### config.mk
export PLATFORM = sky130hd
export DESIGN_NAME = vec_alu_sequencer
export DESIGN_NICKNAME = d
export VERILOG_FILES = /design/src/rtl/vec_alu_sequencer.sv
export SDC_FILE = /design/constraint.sdc
export NUM_CORES = 1
export LEC_CHECK = 0
export CAP_MARGIN = 25
export CORE_ASPECT_RATIO = 1.75
export CORE_MARGIN = 2
export CORE_UTILIZATION = 30
export CTS_CLUSTER_DIAMETER = 60
export CTS_CLUSTER_SIZE = 25
export DETAILED_ROUTE_END_ITERATION = 8
export GPL_ROUTABILITY_DRIVEN = 0
export GPL_TIMING_DRIVEN = 0
export PLACE_DENSITY = 0.61
export SLEW_MARGIN = 20
export SYNTH_ARGS = -nofsm -noshare
export SYNTH_HDL_FRONTEND = slang
export SYNTH_SLANG_ARGS = --single-unit
### constraint.sdc
create_clock -name clk -period 2.9 [get_ports clk]
set_clock_uncertainty 0.1 [all_clocks]
set_input_delay 0.58 -clock clk [delete_from_list [all_inputs] [get_ports clk]]
set_output_delay 0.58 -clock clk [all_outputs]
set_load 0.1 [all_outputs]
### src/rtl/vec_alu_sequencer.sv
// vec_alu_sequencer: walks a vector add/mul command one element at a time.
// For each element it reads the operand pair from the register file, issues it
// to the FP ALU, waits for alu_ready and writes the result back.
// Optional build macro: VSEQ_TIMEOUT_EN adds a WAIT watchdog that aborts the
// command with a one-cycle err pulse after TIMEOUT cycles without alu_ready.
module vec_alu_sequencer #(
    parameter int VLEN    = 8,
    parameter int DW      = 32,
    parameter int TIMEOUT = 64
) (
    input  logic                    clk,
    input  logic                    rst_n,
    input  logic                    cmd_valid,
    output logic                    cmd_ready,
    input  logic                    cmd_func,
    input  logic [$clog2(VLEN):0]   cmd_len,
    output logic                    rd_en,
    output logic [$clog2(VLEN)-1:0] rd_addr,
    input  logic [DW-1:0]           rd_data_a,
    input  logic [DW-1:0]           rd_data_b,
    output logic [DW-1:0]           alu_a,
    output logic [DW-1:0]           alu_b,
    output logic                    alu_func,
    output logic                    alu_start,
    input  logic                    alu_ready,
    input  logic                    alu_busy,
    input  logic [DW-1:0]           alu_result,
    output logic                    wr_en,
    output logic [$clog2(VLEN)-1:0] wr_addr,
    output logic [DW-1:0]           wr_data,
    output logic                    done,
    output logic                    err
);

    localparam int AW = $clog2(VLEN);
    localparam int IW = AW + 1;
    localparam logic [IW-1:0] VLEN_L = IW'(VLEN);

    typedef enum logic [2:0] {
        ST_IDLE,
        ST_FETCH,
        ST_ISSUE,
        ST_WAIT,
        ST_WRITE,
        ST_DONE
    } state_t;

    state_t        state;
    state_t        state_nx;

    logic          func_q;
    logic [IW-1:0] len_q;
    logic [IW-1:0] idx;
    logic [IW-1:0] len_sat;
    logic          last_elem;
    logic          opnd_pend;
    logic [DW-1:0] a_q;
    logic [DW-1:0] b_q;
    logic [DW-1:0] res_q;
    logic          wd_expire;

    assign len_sat   = (cmd_len > VLEN_L) ? VLEN_L : cmd_len;
    assign last_elem = (idx == len_q - 1'b1);

`ifdef VSEQ_TIMEOUT_EN
    localparam int WCW = $clog2(TIMEOUT + 1);
    localparam logic [WCW-1:0] WD_LAST = WCW'(TIMEOUT - 1);

    logic [WCW-1:0] wd_cnt;

    // Watchdog: cleared by each issue, counts every cycle spent in WAIT
    always_ff @(posedge clk or negedge rst_n) begin
        if (!rst_n) begin
            wd_cnt <= '0;
        end else if (alu_start) begin
            wd_cnt <= '0;
        end else if (state == ST_WAIT) begin
            wd_cnt <= wd_cnt + 1'b1;
        end
    end

    // Expiry fires on the TIMEOUT-th WAIT cycle; a result arriving that same cycle wins
    assign wd_expire = (state == ST_WAIT) && !alu_ready && (wd_cnt == WD_LAST);
`else
    assign wd_expire = 1'b0;
`endif

    // State register
    always_ff @(posedge clk or negedge rst_n) begin
        if (!rst_n) begin
            state <= ST_IDLE;
        end else begin
            state <= state_nx;
        end
    end

    // Next-state decode
    always_comb begin
        state_nx = state;
        unique case (state)
            ST_IDLE: begin
                if (cmd_valid) begin
                    state_nx = (len_sat == '0) ? ST_DONE : ST_FETCH;
                end
            end
            ST_FETCH: state_nx = ST_ISSUE;
            ST_ISSUE: begin
                if (!alu_busy) begin
                    state_nx = ST_WAIT;
                end
            end
            ST_WAIT: begin
                if (alu_ready) begin
                    state_nx = ST_WRITE;
                end else if (wd_expire) begin
                    state_nx = ST_IDLE;
                end
            end
            ST_WRITE: state_nx = last_elem ? ST_DONE : ST_FETCH;
            ST_DONE:  state_nx = ST_IDLE;
            default:  state_nx = ST_IDLE;
        endcase
    end

    // Output decode
    always_comb begin
        cmd_ready = 1'b0;
        rd_en     = 1'b0;
        alu_start = 1'b0;
        wr_en     = 1'b0;
        done      = 1'b0;
        unique case (state)
            ST_IDLE:  cmd_ready = 1'b1;
            ST_FETCH: rd_en     = 1'b1;
            ST_ISSUE: alu_start = !alu_busy;
            ST_WRITE: wr_en     = 1'b1;
            ST_DONE:  done      = 1'b1;
            default:  ;
        endcase
    end

    // Command latch, element index, operand capture and result register
    always_ff @(posedge clk or negedge rst_n) begin
        if (!rst_n) begin
            func_q    <= 1'b0;
            len_q     <= '0;
            idx       <= '0;
            opnd_pend <= 1'b0;
            a_q       <= '0;
            b_q       <= '0;
            res_q     <= '0;
        end else begin
            if (state == ST_IDLE && cmd_valid) begin
                func_q <= cmd_func;
                len_q  <= len_sat;
                idx    <= '0;
            end
            if (state == ST_WRITE && !last_elem) begin
                idx <= idx + 1'b1;
            end
            opnd_pend <= (state == ST_FETCH);
            if (opnd_pend) begin
                a_q <= rd_data_a;
                b_q <= rd_data_b;
            end
            if (state == ST_WAIT && alu_ready) begin
                res_q <= alu_result;
            end
        end
    end

    // Read data arrives during the first ISSUE cycle; it is forwarded straight
    // to the ALU then and served from a_q/b_q for busy stalls and WAIT.
    assign alu_a    = opnd_pend ? rd_data_a : a_q;
    assign alu_b    = opnd_pend ? rd_data_b : b_q;
    assign alu_func = func_q;
    assign rd_addr  = idx[AW-1:0];
    assign wr_addr  = idx[AW-1:0];
    assign wr_data  = res_q;
    assign err      = wd_expire;

endmodule

==> flow_summary.yaml <==
status:
  status: "finished clean"
global_route:
  grt_max_degree: 65
  grt_pass1_wl_um: 17100
  antenna_found_initial: 0
  grt_pass1_vias: 3375
  grt_util_all_layers_pct: 14.4
  gr-total-overflow: 0
cts:
  htreeDepth: 3
  clock-sinks: 109
  path_clk_slew_ps: 80
  cts_setup_buffers: 0
  clockRootBuffer: "clkbuf_16"
  clock_path_buffers: 2
  cts_hold_buf: 0
  numCtsBuffers: 9
  clk_latency_ps: 340
  cts_tree: "done"
sta:
  setup_ws_ps: 86.0
  hold_viol: 0
  tightest_slew_ps: 1020
  rsz0062_at_grt: "false"
  post-route-min-period_ps: 2810
  drv_slew: 0
  max_freq_ghz: 0.355
  maxSlewHeadroom_pct: 31.6
  setup_viol: 0
  fin_crit_sh_pct: 97.0
  hold-worst-slack_ps: 61.9
worst_setup_path:
  r2r-end: "idx[2]"
  required_ps: 2220
  startpoint: "alu_busy"
  r2r-start: "len_q[0]"
  ff2ff_path_depth: 6
  endpoint_kind: "output port"
  critPathArrivalTime_ps: 2130
  ff2ff_setup_slack_ps: 1080
  cp_max_fo: 2
  worstSetupPathType: "input port to output port"
  start_kind: "input port"
drt:
  dr_total_vias: 3110
  wirelength_um: 11500
  drt_first_pass_iters: 5
  detail-route-antenna-nets: 0
  drtIter0Drc: 51
  drc: 0
  drt-wirelength-per-cell_um: 16.6
  via_per_inst: 4.48
final_layout:
  diodes: 0
  syn_to_final_growth_pct: 62.6
  nets: 617
  drive_gt1_share_pct: 33.9
die:
  fp.dieArea_um2: 15700
  die_h_um: 164
  initial_core_util_pct: 30.7
  rows: 58
  die_x_um: 95.6
  coreArea_um2: 14400
  io-pin-count: 215
placed_design:
  pre_cts_slack_ps: -284
  port_buffers: 213
  dp_hpwl_um: 9200
logic_synthesis:
  synth_area_leaders: "dfrtp_1 62%, mux2_2 16%, mux2_1 8.7%, buf_4 1.4%, buf_2 0.80%"
  ys_ff_latch: 109
  synth_top_area_share_pct: 61.9
  synth.net_count: 393
  syn-mean-instance-area_um2: 15.5
  synth_cell_types: 39
  yosysWarnings: 0
  syn_inst: 285
  synthesis.area_um2: 4410
  synth-seq-area-share_pct: 61.9
  yosysTopAreaCell: "dfrtp_1"
run:
  maxCapViolations: 0
worst_hold_path:
  min_path_type: "input port to asynchronous set/reset pin"
## synthesized netlist by cell type
master and instances:
dfrtp_1 109, mux2_2 64, mux2_1 34, buf_4 8, buf_2 7, inv_1 6, nand2b_1 5, nand2_1 4
o21ai_1 4, buf_6 3, nand3_1 3, xnor2_1 3, xor2_1 3, a22oi_1 2, ha_1 2, mux2i_1 2
nand2_2 2, nor3_2 2, nor3b_1 2, a211oi_1 1, a31oi_1 1, a31oi_4 1, and2_1 1, and2b_1 1
and3_4 1, clkbuf_1 1, conb_1 1, nor2_1 1, nor2b_1 1, nor3_1 1, nor3_4 1, nor4_1 1
o2111ai_1 1, o21ai_2 1, o221ai_2 1, o22ai_1 1, o31ai_1 1, or2b_1 1, xnor3_1 1
## stage by stage
stage	utilization (%)	setup TNS, ps	std cells	instance area [um2]
3_5_place_dp	47.4	-14290	679	6810
2_1_floorplan	-	0	285	4420
4_1_cts	49.8	0	694	7160
5_1_grt	49.8	0	694	7160
6_report	49.8	0	694	7160
3_3_place_gp	47.2	-341100	678	6780
## repair_timing
action                     CTS  global route
cloned                       0             0
pin swaps                    0             0
resized for setup          191             1
setup endpoints to repair   69             7
## per-layer routing
metal / GRT usage [%] / up-vias / share of wire (%)
met5: 0 / - / 0
met4: 5.19 / 0 / 2.5
met3: 4.63 / 18 / 7.7
met2: 27.6 / 125 / 57
met1: 13.9 / 1537 / 33
li1: - / 1430 / -
## cell type report
cell class,count,area (um2)
Timing Repair Buffer,214,2230
Inverter,6,22.5
Tap cell,180,225
Fill cell,1311,7210
Buffer,18,129
Sequential cell,109,2730
Clock inverter,6,52.6
Clock buffer,10,239
Multi-Input combinational cell,151,1540
## flip-flops by register name, indices dropped and copies added (netlist names)
| name | flops |
|---|---|
| opnd_pend | 1 |
| wr_data | 32 |
| b_q | 32 |
| len_q | 4 |
| a_q | 32 |
| idx | 4 |
| state | 3 |
| alu_func | 1 |
## worst max-delay path, cell delays in order
cell and delay [ps]:
clkdlybuf4s50_1 450, nor3_2 210, dlygate4sd2_1 890
## kinds of logic after synthesis
logic type | Yosys count | share of synthesized area [%]
multiplexers | 100 | 25.5
XOR/XNOR | 7 | 1.70
AND/OR/NAND/NOR | 27 | 4.06
buffers and inverters | 25 | 3.52
flip-flops | 109 | 61.9
AO/OA/AOI/OAI | 14 | 2.64
other | 1 | 0.0851
adder cells (fa/ha/maj) | 2 | 0.568
## placed cells by master, fill, tap and decap left out, types with 2 or more instances in the layout
cell type and n:
clkdlybuf4s50_1 143, dfrtp_1 108, mux2_2 64, clkdlybuf4s15_2 61, mux2_1 34, clkbuf_16 9
buf_4 8, dlygate4sd2_1 8, buf_2 7, inv_1 6, nand2b_1 5, o21ai_1 4
nand2_1 4, buf_6 4, nor3_2 3, xnor2_1 3, xor2_1 3, nand3_1 3
nor3b_2 2, nand2_2 2, mux2i_1 2, a22oi_1 2, ha_1 2, inv_8 2
inv_6 2
## how the worst max path moves through the flow
stage | to | slack, ps | cells past startpoint
after CTS | alu_b[26] | 30 | 3
final | alu_start | 90 | 3
after global placement | wr_data[22] | -3010 | 1
after floorplan | wr_en | 390 | 2
after global routing | alu_start | 60 | 3
after detailed placement | alu_b[26] | -280 | 4
Power is not shown: default switching activity piles up to over one toggle a cycle in this logic, so the estimate is an artifact.
